## src/rtl/range_list_decoder.sv

```systemverilog
// range_list_decoder: byte-stream parser for the two-section puzzle input.
// Section one carries "lo-hi" range lines and yields range pairs; a blank
// line switches to section two, whose single-number lines yield ID records;
// a second blank line marks end of file. CR bytes are dropped everywhere.
//
// Optional feature macro: RANGE_DECODER_OVERFLOW_CHECK_EN
//   defined   : a digit that overflows VALUE_WIDTH sets overflow + parse_error
//               and the overflowing record is dropped.
//   undefined : accumulation wraps silently, overflow is tied to 0.
//
// Ports:
//   clk, rst_n             clock, asynchronous active-low reset
//   inbound_valid/byte     one ASCII byte per asserted cycle, no backpressure
//   section                0 = ranges, 1 = IDs
//   range_valid/lo/hi      one-cycle pulse qualifying a held range pair
//   id_valid/id_data       one-cycle pulse qualifying a held ID
//   range_count/id_count   records emitted so far (wrapping)
//   end_of_file            sticky, second blank line seen
//   parse_error            sticky, malformed input (or overflow) seen
//   overflow               sticky, accumulation overflow seen
module range_list_decoder #(
   parameter int unsigned VALUE_WIDTH = 64,
   parameter int unsigned COUNT_WIDTH = 16
) (
   input  logic                   clk,
   input  logic                   rst_n,
   input  logic                   inbound_valid,
   input  logic [7:0]             inbound_byte,
   output logic                   section,
   output logic                   range_valid,
   output logic [VALUE_WIDTH-1:0] range_lo,
   output logic [VALUE_WIDTH-1:0] range_hi,
   output logic                   id_valid,
   output logic [VALUE_WIDTH-1:0] id_data,
   output logic [COUNT_WIDTH-1:0] range_count,
   output logic [COUNT_WIDTH-1:0] id_count,
   output logic                   end_of_file,
   output logic                   parse_error,
   output logic                   overflow
);

   localparam int unsigned EXT_WIDTH = VALUE_WIDTH + 4;

   typedef enum logic [2:0] {
      LINE_START,
      LO_DIGITS,
      HI_START,
      HI_DIGITS,
      ID_LINE_START,
      ID_DIGITS,
      DONE,
      ERROR
   } state_t;

   state_t                 state_q, state_d;
   logic [VALUE_WIDTH-1:0] acc_q, acc_d;
   logic [VALUE_WIDTH-1:0] lo_q, lo_d;

   logic                   section_d, range_valid_d, id_valid_d;
   logic [VALUE_WIDTH-1:0] range_lo_d, range_hi_d, id_data_d;
   logic [COUNT_WIDTH-1:0] range_count_d, id_count_d;
   logic                   end_of_file_d, parse_error_d;

   // Byte classification
   logic                   is_digit, is_dash, is_lf, is_cr;
   logic [VALUE_WIDTH-1:0] digit_val;
   logic [VALUE_WIDTH-1:0] acc_mac;
   logic                   accum_ok;

   assign is_digit  = (inbound_byte >= 8'h30) && (inbound_byte <= 8'h39);
   assign is_dash   = (inbound_byte == 8'h2D);
   assign is_lf     = (inbound_byte == 8'h0A);
   assign is_cr     = (inbound_byte == 8'h0D);
   assign digit_val = VALUE_WIDTH'(inbound_byte[3:0]);

`ifdef RANGE_DECODER_OVERFLOW_CHECK_EN
   // Widened multiply-accumulate; any bit above VALUE_WIDTH means overflow
   logic [EXT_WIDTH-1:0] acc_ext;
   logic                 overflow_d;

   assign acc_ext  = EXT_WIDTH'(acc_q) * EXT_WIDTH'(10) + EXT_WIDTH'(inbound_byte[3:0]);
   assign acc_mac  = acc_ext[VALUE_WIDTH-1:0];
   assign accum_ok = ~(|acc_ext[EXT_WIDTH-1:VALUE_WIDTH]);
`else
   // Truncated result of the widened sum equals the modulo-2^W product-sum
   assign acc_mac  = acc_q * VALUE_WIDTH'(10) + digit_val;
   assign accum_ok = 1'b1;
   assign overflow = 1'b0;
`endif

   // Next-state, datapath and output logic
   always_comb begin
      state_d       = state_q;
      acc_d         = acc_q;
      lo_d          = lo_q;
      section_d     = section;
      range_valid_d = 1'b0;
      range_lo_d    = range_lo;
      range_hi_d    = range_hi;
      id_valid_d    = 1'b0;
      id_data_d     = id_data;
      range_count_d = range_count;
      id_count_d    = id_count;
      end_of_file_d = end_of_file;

      if (inbound_valid && !is_cr) begin
         case (state_q)
            LINE_START: begin
               if (is_digit) begin
                  acc_d   = digit_val;
                  state_d = LO_DIGITS;
               end else if (is_lf) begin
                  section_d = 1'b1;
                  state_d   = ID_LINE_START;
               end else begin
                  state_d = ERROR;
               end
            end
            LO_DIGITS: begin
               if (is_digit) begin
                  if (accum_ok) acc_d = acc_mac;
                  else          state_d = ERROR;
               end else if (is_dash) begin
                  lo_d    = acc_q;
                  state_d = HI_START;
               end else begin
                  state_d = ERROR;
               end
            end
            HI_START: begin
               if (is_digit) begin
                  acc_d   = digit_val;
                  state_d = HI_DIGITS;
               end else begin
                  state_d = ERROR;
               end
            end
            HI_DIGITS: begin
               if (is_digit) begin
                  if (accum_ok) acc_d = acc_mac;
                  else          state_d = ERROR;
               end else if (is_lf) begin
                  range_valid_d = 1'b1;
                  range_lo_d    = lo_q;
                  range_hi_d    = acc_q;
                  range_count_d = range_count + COUNT_WIDTH'(1);
                  state_d       = LINE_START;
               end else begin
                  state_d = ERROR;
               end
            end
            ID_LINE_START: begin
               if (is_digit) begin
                  acc_d   = digit_val;
                  state_d = ID_DIGITS;
               end else if (is_lf) begin
                  end_of_file_d = 1'b1;
                  state_d       = DONE;
               end else begin
                  state_d = ERROR;
               end
            end
            ID_DIGITS: begin
               if (is_digit) begin
                  if (accum_ok) acc_d = acc_mac;
                  else          state_d = ERROR;
               end else if (is_lf) begin
                  id_valid_d = 1'b1;
                  id_data_d  = acc_q;
                  id_count_d = id_count + COUNT_WIDTH'(1);
                  state_d    = ID_LINE_START;
               end else begin
                  state_d = ERROR;
               end
            end
            default: ; // DONE and ERROR absorb every byte
         endcase
      end

      parse_error_d = parse_error | (state_d == ERROR);

`ifdef RANGE_DECODER_OVERFLOW_CHECK_EN
      overflow_d = overflow |
                   (inbound_valid && is_digit && !accum_ok &&
                    ((state_q == LO_DIGITS) || (state_q == HI_DIGITS) ||
                     (state_q == ID_DIGITS)));
`endif
   end

   // State and output registers
   always_ff @(posedge clk or negedge rst_n) begin
      if (!rst_n) begin
         state_q     <= LINE_START;
         acc_q       <= '0;
         lo_q        <= '0;
         section     <= 1'b0;
         range_valid <= 1'b0;
         range_lo    <= '0;
         range_hi    <= '0;
         id_valid    <= 1'b0;
         id_data     <= '0;
         range_count <= '0;
         id_count    <= '0;
         end_of_file <= 1'b0;
         parse_error <= 1'b0;
      end else begin
         state_q     <= state_d;
         acc_q       <= acc_d;
         lo_q        <= lo_d;
         section     <= section_d;
         range_valid <= range_valid_d;
         range_lo    <= range_lo_d;
         range_hi    <= range_hi_d;
         id_valid    <= id_valid_d;
         id_data     <= id_data_d;
         range_count <= range_count_d;
         id_count    <= id_count_d;
         end_of_file <= end_of_file_d;
         parse_error <= parse_error_d;
      end
   end

`ifdef RANGE_DECODER_OVERFLOW_CHECK_EN
   // Sticky overflow flag
   always_ff @(posedge clk or negedge rst_n) begin
      if (!rst_n) overflow <= 1'b0;
      else        overflow <= overflow_d;
   end
`endif

endmodule
```

## config.mk

```make
export PLATFORM = sky130hd
export DESIGN_NAME = range_list_decoder
export DESIGN_NICKNAME = d
export VERILOG_FILES = /design/src/rtl/range_list_decoder.sv
export SDC_FILE = /design/constraint.sdc
export NUM_CORES = 1
export LEC_CHECK = 0
export ABC_AREA = 1
export BUFFER_PORTS_ARGS = -buffer_cell sky130_fd_sc_hd__buf_2
export CAP_MARGIN = 30
export CORE_UTILIZATION = 40
export DETAILED_ROUTE_END_ITERATION = 12
export SYNTH_ARGS = -nofsm -noshare
export SYNTH_HDL_FRONTEND = slang
export SYNTH_SLANG_ARGS = --single-unit
export TNS_END_PERCENT = 20
```

## constraint.sdc

```tcl
create_clock -name clk -period 5.1 [get_ports clk]
set_input_delay 0 -clock clk [delete_from_list [all_inputs] [get_ports clk]]
set_output_delay 0 -clock clk [all_outputs]
set_load 0.005 [all_outputs]
```

# --- After elaboration in Yosys (flattened, before gate mapping) ---
# Index checks and enable logic that the tools add are counted.
op_classes:
  n_mul: 1
  reduce_logical: 13
  bitwise_logic: 2
  magnitude_cmp: 2
  n_eq_ne: 11
  n_mux: 21
  n_addsub: 3
ops:
  columns: ["op", "count"]
  rows:
  - ["$mux 64", 2]
  - ["$pmux 64 s2", 1]
  - ["$add 64x4->64", 1]
  - ["$mul 64x3->63 const B", 1]
  - ["$add 16x1->16 const B", 2]
  - ["$mux 3", 8]
  - ["$reduce_and 4->1", 6]
  - ["$pmux 3 s6", 1]
  - ["$eq 8x4->1 const B", 2]
  - ["$eq 3x3->1 const B", 3]
  - ["$eq 8x6->1 const B", 1]
  - ["$ge 8x6->1 const B", 1]
  - ["$le 8x6->1 const B", 1]
  - ["$mux 1", 7]
  - ["$eq 3x2->1 const B", 2]
  - ["$reduce_or 3->1", 2]
  - ["$mux 2", 2]
  - ["$ne 2x1->1 const B", 2]
  - ["$eq 3x1->1 const B", 1]
  - ["$logic_not 3->1", 1]
  - ["$logic_and 1x1->1", 2]
  - ["$reduce_bool 2->1", 1]
  - ["$logic_not 1->1", 1]
  - ["$not 1->1", 1]
  - ["$or 1x1->1", 1]
word_totals:
  wordCells: 66
  output_inout_bits: 230
  ff_bits: 360
  inputBits: 11

# --- Depth between registers and ports, before layout ---
# Gate-level depths: netlist of run 1.
depth:
  word_depth: 7
  depth_mapped: 24

# --- Worst setup path before layout of run 1 ---
# No wires, ideal clock.
synth_path:
  kind: "flip-flop to flip-flop"
  startpoint: "register acc_q[1]"
  endpoint: "register acc_q[49]"
  path_slack_ns: 2.054
  path_stages_with_launch: 18
  required_time_ns: 4.984
  period_less_slack_ns: 3.046
  setup_time_ns: 0.116
  t_arrival_ns: 2.929
  path_buffers: 0
  cell_sequence: "dfrtp_1 > ha_1 > ha_1 > fa_1 > inv_1 > nor2_1 > nand2_1 > nor2_2 > nand3_2 > nor2_4 > nand3_2 > nor2_2 > nand3_2 > nor2_4 > nand2_2 > xor2_1 > nand2_1 > nand2_1"
synth_between:
  elab_chain_len: 4
synth_lines:
  columns: ["element", "line_no", "source"]
  rows:
  - ["start: declaration", "56", "logic [VALUE_WIDTH-1:0] acc_q, acc_d;"]
  - ["start signal: assignment", "194", "acc_q <= '0;"]
  - ["start signal: assignment", "208", "acc_q <= acc_d;"]
  - ["$mul 64x3->63", "86", "assign acc_mac = acc_q * VALUE_WIDTH'(10) + digit_val;"]
  - ["$add 64x4->64", "86", null]
  - ["$mux 64", "164", "if (is_digit) begin"]
  - ["$pmux 64 s2", "107", "case (state_q)"]
# No other way between the ends. The select of a mux whose other input is x is not followed.
# A chain may end at the register's enable or synchronous reset.

# --- Final worst setup path of run 1 ---
layout_path:
  startpoint: "register acc_q[49]"
  endpoint: "register acc_q[62]"
# Same word-level chain as after synthesis.

==> metrics.md, run 1 <==
| Metric | Value |
|---|---|
| Status | `finished clean` |
| Max-slew violation count | `0` |
| Finished Cell Area | `between 20000 and 30000 um2` |
| First-pass GRT wire length | `110000 um` |
| Non-filler instance count after layout | `about 4100` |
| Via/cell ratio | `roughly 5.0` |
| Register share of total power | `0.489` |
| Starting density of the core | `0.408` |
| Deepest clock path buffer count | `3` |
| Syn nets | `about 3300` |
| WP buf/inv | `1` |
| Clock Latency Late Sink | `530 ps` |
| Critical-path cell list | `ha_1 -> ha_1 -> nand2_1 -> nor2_1 -> inv_1 -> nor2_2 -> nand2_1 -> nor3_1 -> nand2_1 -> nand3_1 -> nand2_1 -> nand2_1 -> nand2_1 -> nor2_1 -> nand2_1 -> nor2_1 -> nand3_1 -> nand3_1 -> nand2_1` |
| Multiplexer share of the synthesized area | `0` |
| Design Power | `approximately 5.8 mW` |
| Hpwl dp | `around 56000 um` |
| CP Launch Point | `acc_q[49]$_DFFE_PN0P_` |
| Critical path endpoint | `acc_q[62]$_DFFE_PN0P_` |
| Final WS setup | `between 1000 and 1500 ps` |
| Placer congestion estimate | `0.981` |
| Grt total ovfl | `0` |
| Net count, final | `3497` |
| Cell Area, Synth | `approximately 22000 um2` |
| Async SR Flop Fraction | `1.00` |
| Buffer count from post-CTS setup fixing | `0` |
| Total Wirelength | `about 71000 um` |
| Leakage | `between 15 and 20 nW` |
| Sw Share | `0.209` |
| Die footprint | `56300 um2` |
| Pin count of the biggest net entering global routing | `roughly 120` |
| Critical path depth in cells | `19` |
| Adder-Cell Fraction of Synth Area | `0.0719` |
| Final Cycle Share | `0.777` |
| Endpoints failing setup | `0` |
| Met2 GRT Util | `0.385` |
| Mapped Avg Cell Area | `between 7 and 8 um2` |
| Dpl ws | `approximately 1200 ps` |
| Initial drt markers | `1628` |
| Routed via count | `between 20000 and 25000` |
| Slew headroom | `0.385` |
| Cells on worst reg2reg path | `19` |
| Largest family of logic cells by synthesized area | `simple AND/OR/NAND/NOR gates` |
| R2R Path End | `acc_q[62]$_DFFE_PN0P_` |
| Post-synth EDFFs | `0` |
| R2r setup slk | `about 1100 ps` |
| Min Tclk post-route | `~4000 ps` |
| Post-synth top flop | `dfrtp_1` |
| M1 GR Usage | `0.374` |
| Worst r2r src | `acc_q[49]$_DFFE_PN0P_` |
| Post-Route Setup TNS | `0 ps` |
| Startpoint types | `register` |
| Fin. Hold Viols | `0` |
| First-pass detailed-route iteration total | `7` |
| Fillers | `5540` |
| Critical Path End Type | `register` |
| H-tree depth | `2` |
| Seq cells post-synth | `360` |
| Inst Count DP | `4010` |
| Xor/xnor share of the synthesized area | `0.0201` |
| Area Growth Syn to Fin | `15.1%` |
| CTS sink count | `360` |
| IO Pins | `between 200 and 250` |
| Worst-path fanout max | `6` |
| Number of distinct library cells after synthesis | `46` |
| Synthesis Warnings | `0` |
| Area post-placement | `24100 um2` |
| Rows | `85` |
| Die height | `237 um` |
| Critical path type | `register to register` |
| Required time of the critical path | `5510 ps` |
| Mapped Cells | `3133` |
| Root buffer selected by CTS | `clkbuf_16` |
| RSZ-0062 raised after global routing | `no` |
| Hold Buf Count CTS | `6` |
| Most Crowded Layer GR | `met2` |
| Hold Crit Class | `input pin to async pin` |
| Worst Tran Pin Value | `approximately 920 ps` |
| Post-synthesis sequential area ratio | `0.407` |
| PD cells | `229 nW/um2` |
| Worst hold margin | `68.5 ps` |
| Compound-Gate Fraction of Synth Area | `0.0873` |
| P_int | `~4.6 mW` |
| Skew final | `~21 ps` |
| Post-route ant nets | `0` |
| WL/cell | `17.4 um` |
| Global-route usage over all layers | `0.252` |
| Number of port buffers | `239` |
| Grt met3 use | `0.0251` |
| TritonCTS Buffers | `37` |
| Area of the core | `between 50000 and 60000 um2` |
| Largest stage delay, worst path | `around 470 ps` |
| Arrival @ worst endpoint | `around 4400 ps` |
| Post-synthesis simple-gate area fraction | `0.319` |
| Vias in the first global route | `approximately 19000` |
| Switching pwr | `about 1.2 mW` |
| Clk pwr share | `0.497` |
| VDD IR max | `around 0.17 mV` |
| CP max-delay cell | `dfrtp_1` |
| Delay-heaviest family, CP | `simple AND/OR/NAND/NOR gates` |
| Post_cts resized | `0` |
| Antenna violations before repair | `2` |
| Final core occ | `0.470` |
| Layout cell share with drive strength beyond 1 | `0.130` |
| Combinational power share | `0.014` |
| Worst-path clk slew | `approximately 60 ps` |
| DRC violations left | `0` |
| Maxcap violations | `0` |
| Die width | `about 240 um` |
| CTS tree | `done` |
| CP most frequent cell | `nand2_1` |
| Fmax | `0.252 GHz` |
[Yosys cell counts, types with 5 or more instances]
cell type	instances	area (um2)
nand3_2	14	140
nor3_1	15	75.1
a21oi_1	59	295
nor2_4	16	180
nand3b_1	6	45.0
dfrtp_1	360	9010
o21ai_1	5	25.0
o21ai_0	246	1230
o211ai_1	7	52.6
o22ai_1	20	125
xnor2_1	13	114
o21bai_1	11	82.6
ha_1	124	1550
nand4_1	38	238
nor2_2	37	231
nand3_1	142	711
nor2_1	189	709
xor2_1	36	315
clkbuf_1	57	214
nand2_1	1173	4400
nor3_2	6	60.1
and2_1	5	31.3
buf_1	6	22.5
inv_1	469	1760
nand2_2	24	150
inv_2	16	60.1
[cell type report]
| class | count | area (um2) | area share |
|---|---|---|---|
| flip-flops and latches | 360 | 9010 | 0.353 |
| diodes | 1 | 2.50 | 0.0000981 |
| multi-input cells | 2216 | 11100 | 0.434 |
| clock inverters | 14 | 186 | 0.00731 |
| clock buffers | 54 | 1130 | 0.0444 |
| well taps | 696 | 871 | 0.0341 |
| repair buffers | 257 | 1400 | 0.0550 |
| inverters | 488 | 1830 | 0.0719 |
[kinds of logic (layout without fill, tap and decap cells)]
family                   Yosys count  in the layout
other                              1              2
XOR/XNOR                          50             50
AO/OA/AOI/OAI                    363            363
buffers and inverters            557            813
adder cells (fa/ha/maj)          126            126
AND/OR/NAND/NOR                 1676           1676
flip-flops                       360            360
[how the worst min path moves through the flow]
| stage | startpoint | end | slack [ps] | depth (start not counted) |
|---|---|---|---|---|
| 6_report | rst_n | id_data[19]$_DFFE_PN0P_ | 70 | 2 |
| 5_1_grt | inbound_byte[4] | state_q[2]$_DFF_PN0_ | 120 | 4 |
| 3_3_place_gp | rst_n | acc_q[17]$_DFFE_PN0P_ | 90 | 1 |
| 4_1_cts | inbound_byte[4] | state_q[2]$_DFF_PN0_ | 40 | 4 |
| 2_1_floorplan | rst_n | acc_q[0]$_DFFE_PN0P_ | -300 | 0 |
| 3_5_place_dp | rst_n | acc_q[17]$_DFFE_PN0P_ | 90 | 1 |
[layout by cell type (no fill, tap or decap), drive strengths merged, types with 11 or more instances in the layout]
cell type	Yosys	final
o22ai	20	20
buf	12	251
xor2	37	37
ha	124	124
o21bai	11	11
dfrtp	360	360
o21ai	253	253
nor3	21	21
a21oi	61	61
nand2	1200	1200
clkbuf	57	54
nand3	156	156
nor2	242	242
xnor2	13	13
inv	485	487
nand4	38	38
[power groups by stage]
stage               Sequential, mW  Combinational (mW)  Clock, mW
CTS                           2.86              0.0864       2.96
floorplan                     2.91             0.00825          0
detailed placement            2.91              0.0827          0
finish                        2.86              0.0820       2.91
global route                  2.85              0.0956       3.07
global placement              2.91              0.0830          0
[sequential cells by signal, indices dropped and copies added (netlist names), 3 cells and up]
| signal | flops |
|---|---|
| range_count | 16 |
| id_data | 64 |
| acc_q | 64 |
| id_count | 16 |
| range_hi | 64 |
| state_q | 3 |
| range_lo | 64 |
| lo_q | 64 |
[metal layers]
layer	vias to the layer above	part of all wire
li1	10300	-
met2	564	0.43
met4	0	0.027
met5	-	0
met1	9486	0.49
met3	96	0.056
(Power assumes the default switching activity.)
==> run 2, diff against run 1 <==
--- a/config.mk
+++ b/config.mk
@@ -5,7 +5,7 @@
 export SDC_FILE = /design/constraint.sdc
 export NUM_CORES = 1
 export LEC_CHECK = 0
-export ABC_AREA = 1
+export ABC_AREA = 0
 export BUFFER_PORTS_ARGS = -buffer_cell sky130_fd_sc_hd__buf_2
 export CAP_MARGIN = 30
 export CORE_UTILIZATION = 40
==> constraint.sdc (replaced) <==
create_clock -name clk -period 3.51 [get_ports clk]
set_input_delay 0 -clock clk [delete_from_list [all_inputs] [get_ports clk]]
set_output_delay 0 -clock clk [all_outputs]
set_load 0.005 [all_outputs]
==> run 2 against run 1 <==
Net effect: the flow now finishes with violations (negative setup slack); register-to-register slack worse by 2100 ps; clock power up 59%; fmax down 11%; utilization up 8.3 points; flip-flop and latch count unchanged.
==> metrics.md, run 2 <==
| Metric | Value |
|---|---|
| Fmax | `0.224 GHz` |
| Post-synth EDFFs | `0` |
| Startpoint types | `register` |
| Die footprint | `approximately 51000 um2` |
| First-pass GRT wire length | `approximately 96000 um` |
| TritonCTS Buffers | `40` |
| Area share of the largest cell type after synthesis | `0.450` |
| Fin. Hold Viols | `0` |
| Most Crowded Layer GR | `met2` |
| Mapped Avg Cell Area | `9.47 um2` |
| Non-filler instance count after layout | `about 3500` |
| Critical path type | `register to register` |
| Hpwl dp | `~45000 um` |
| H-tree depth | `2` |
| Die height | `226 um` |
| Routed via count | `18100` |
| Delay-heaviest family, CP | `simple AND/OR/NAND/NOR gates` |
| Area leader, netlist | `dfrtp_1` |
| Worst hold margin | `~54 ps` |
| Leakage | `roughly 15 nW` |
| Skew final | `between 15 and 20 ps` |
| Area Growth Syn to Fin | `35.7%` |
| Critical-path cell list | `ha_1 -> ha_2 -> fa_2 -> a211oi_4 -> o21ai_2 -> a211oi_4 -> o21ai_0 -> xor2_1 -> nand3_2 -> nor4_4 -> and4_1 -> or4b_4 -> or4_1 -> nand3_1` |
| Max-slew violation count | `0` |
| Min Tclk post-route | `roughly 4500 ps` |
| Layout cell share with drive strength beyond 1 | `0.353` |
| Most common cell in the netlist | `nand2_1` |
| Arrival @ worst endpoint | `~5000 ps` |
| Worst-path fanout max | `9` |
| Maxcap violations | `0` |
| RSZ-0062 raised after global routing | `yes` |
| Initial drt markers | `~1000` |
| CP max-delay cell | `a211oi_4` |
| WP buf/inv | `0` |
| PD cells | `329 nW/um2` |
| First-pass detailed-route iteration total | `5` |
| CTS tree | `done` |
| Antenna violations before repair | `0` |
| Pin count of the biggest net entering global routing | `between 100 and 150` |
| Vias in the first global route | `approximately 18000` |
| Diodes inserted | `0` |
| Post-route ant nets | `0` |
| Top cells by area, synth | `dfrtp_1, nand2_1, ha_1` |
| Post-synth top flop | `dfrtp_1` |
| Number of port buffers | `~240` |
| VDD IR max | `approximately 0.29 mV` |
| Syn nets | `between 2000 and 2500` |
| Finished Cell Area | `between 20000 and 30000 um2` |
| Endpoints failing setup | `43` |
| Slew headroom | `0.389` |
| Dpl ws | `-1020 ps` |
| Leading cell type in the layout, fill and taps excluded | `nand2_1` |
| CP most frequent cell | `a211oi_4` |
| Area post-placement | `approximately 25000 um2` |
| IO Pins | `~240` |
| Hold Crit Class | `input pin to register` |
| Grt met3 use | `0.0315` |
| CTS sink count | `360` |
| DRC violations left | `0` |
| Status | `complete, but fails checks` |
| Inst Count DP | `about 3400` |
| Async SR Flop Fraction | `1.00` |
| Critical Path End Type | `register` |
| Deepest clock path buffer count | `3` |
| Clock Latency Late Sink | `roughly 560 ps` |
| Net count, final | `around 2900` |
| Die width | `about 230 um` |
| Seq cells post-synth | `360` |
| Synthesis Warnings | `0` |
| Starting density of the core | `0.407` |
| Area of the core | `49200 um2` |
| Root buffer selected by CTS | `clkbuf_16` |
| Number of distinct library cells after synthesis | `90` |
| Placer congestion estimate | `approximately 0.95` |
| Via/cell ratio | `around 5.2` |
| Cell Area, Synth | `20000 um2` |
| Failing checks | `negative setup slack` |
| Required time of the critical path | `approximately 4000 ps` |
| WL/cell | `roughly 17 um` |
| Grt total ovfl | `0` |
| Final Cycle Share | `1.27` |
| Global-route usage over all layers | `0.234` |
| Worst Tran Pin Value | `approximately 920 ps` |
| Worst-path clk slew | `roughly 60 ps` |
| Mapped Cells | `2115` |
| Post-synthesis sequential area ratio | `0.450` |
| Rows | `~80` |
| Largest stage delay, worst path | `approximately 560 ps` |
| Most frequent cells in the layout | `nand2_1, buf_4, dfrtp_1, buf_2, mux2_2` |
| Met2 GRT Util | `0.381` |
| Final WS setup | `-956 ps` |
| Ranking of synthesized cells by instance count | `nand2_1, dfrtp_1, mux2_2, ha_1, o21ai_0` |
| Total Wirelength | `a little under 60000 um` |
| M1 GR Usage | `0.330` |
-- run 2: cell count changes in the layout (fill, tap and decap cells not counted), sizes merged, moves of 55 or more --
cell / delta
nand2: -631
inv: -465
buf: +453
nor2: -157
o21ai: -138
mux2: +130
nand3: -113
xnor2: +55
-- run 2: layout make-up --
type | count | area [um2]
clock buffer | 53 | 1120
multi-input combinational | 1640 | 10900
clock inverter | 20 | 345
sequential | 360 | 9010
fill | 4458 | 22000
timing repair buffer | 709 | 4850
tap | 664 | 831
inverter | 19 | 71.3
-- run 2: cells by family after synthesis --
group,Yosys count,synth area share
and+or+nand+nor,902,0.203
DFF,360,0.450
AOI/OAI and AO/OA,359,0.117
muxes,133,0.0746
adders and majority gates,126,0.0795
xor gates and xnor gates,119,0.0521
buffers and inverters,115,0.0233
other,1,0.000187
-- run 2: what timing repair did --
item,4_1_cts,5_1_grt
resized for setup,31,34
setup buffers,3,8
pin swaps,11,15
setup endpoints to repair,42,47
hold endpoints to repair,113,0
hold buffers,5,0
-- run 2: where the power goes --
| group | total, mW | switching (mW) | internal [mW] |
|---|---|---|---|
| sequential | 4.15 | 0.00125 | 4.15 |
| combinational | 0.133 | 0.102 | 0.0308 |
| clock | 4.64 | 1.72 | 2.92 |
| total | 8.93 | 1.82 | 7.10 |
-- run 2: worst paths after layout --
check                                             start                    endpoint  slack (ps)  cells after the start
worst max-delay path               acc_q[1]$_DFFE_PN0P_       acc_q[51]$_DFFE_PN0P_        -960                     14
worst min-delay path                    inbound_byte[4]        state_q[2]$_DFF_PN0_          50                      5
worst max register to register     acc_q[1]$_DFFE_PN0P_       acc_q[51]$_DFFE_PN0P_        -960                     14
worst min register to register  range_hi[3]$_DFFE_PN0P_     range_hi[3]$_DFFE_PN0P_         460                      2
max in group asynchronous                         rst_n        lo_q[41]$_DFFE_PN0P_        2350                      3
min in group asynchronous                         rst_n  range_count[9]$_DFFE_PN0P_         120                      2
-- run 2: routing by layer --
metal	part of all wire	vias up
met1	0.48	8883
li1	-	8735
met2	0.46	373
met3	0.041	73
met4	0.018	0
met5	0	-
-- run 2: stage by stage --
stage | total power [mW] | util | TNS [ps]
after floorplan | 4.24 | - | -10760
after global placement | 4.36 | 0.513 | -24670
after detailed placement | 4.36 | 0.513 | -26870
after CTS | 9.06 | 0.548 | -24000
after global routing | 9.24 | 0.553 | -36520
final | 8.93 | 0.553 | -28230
-- run 2: worst min-delay path: stages --
cell and delay (ps):
buf_2 110, or3_1 140, o21ai_0 70, a21oi_1 130
or2_2 120
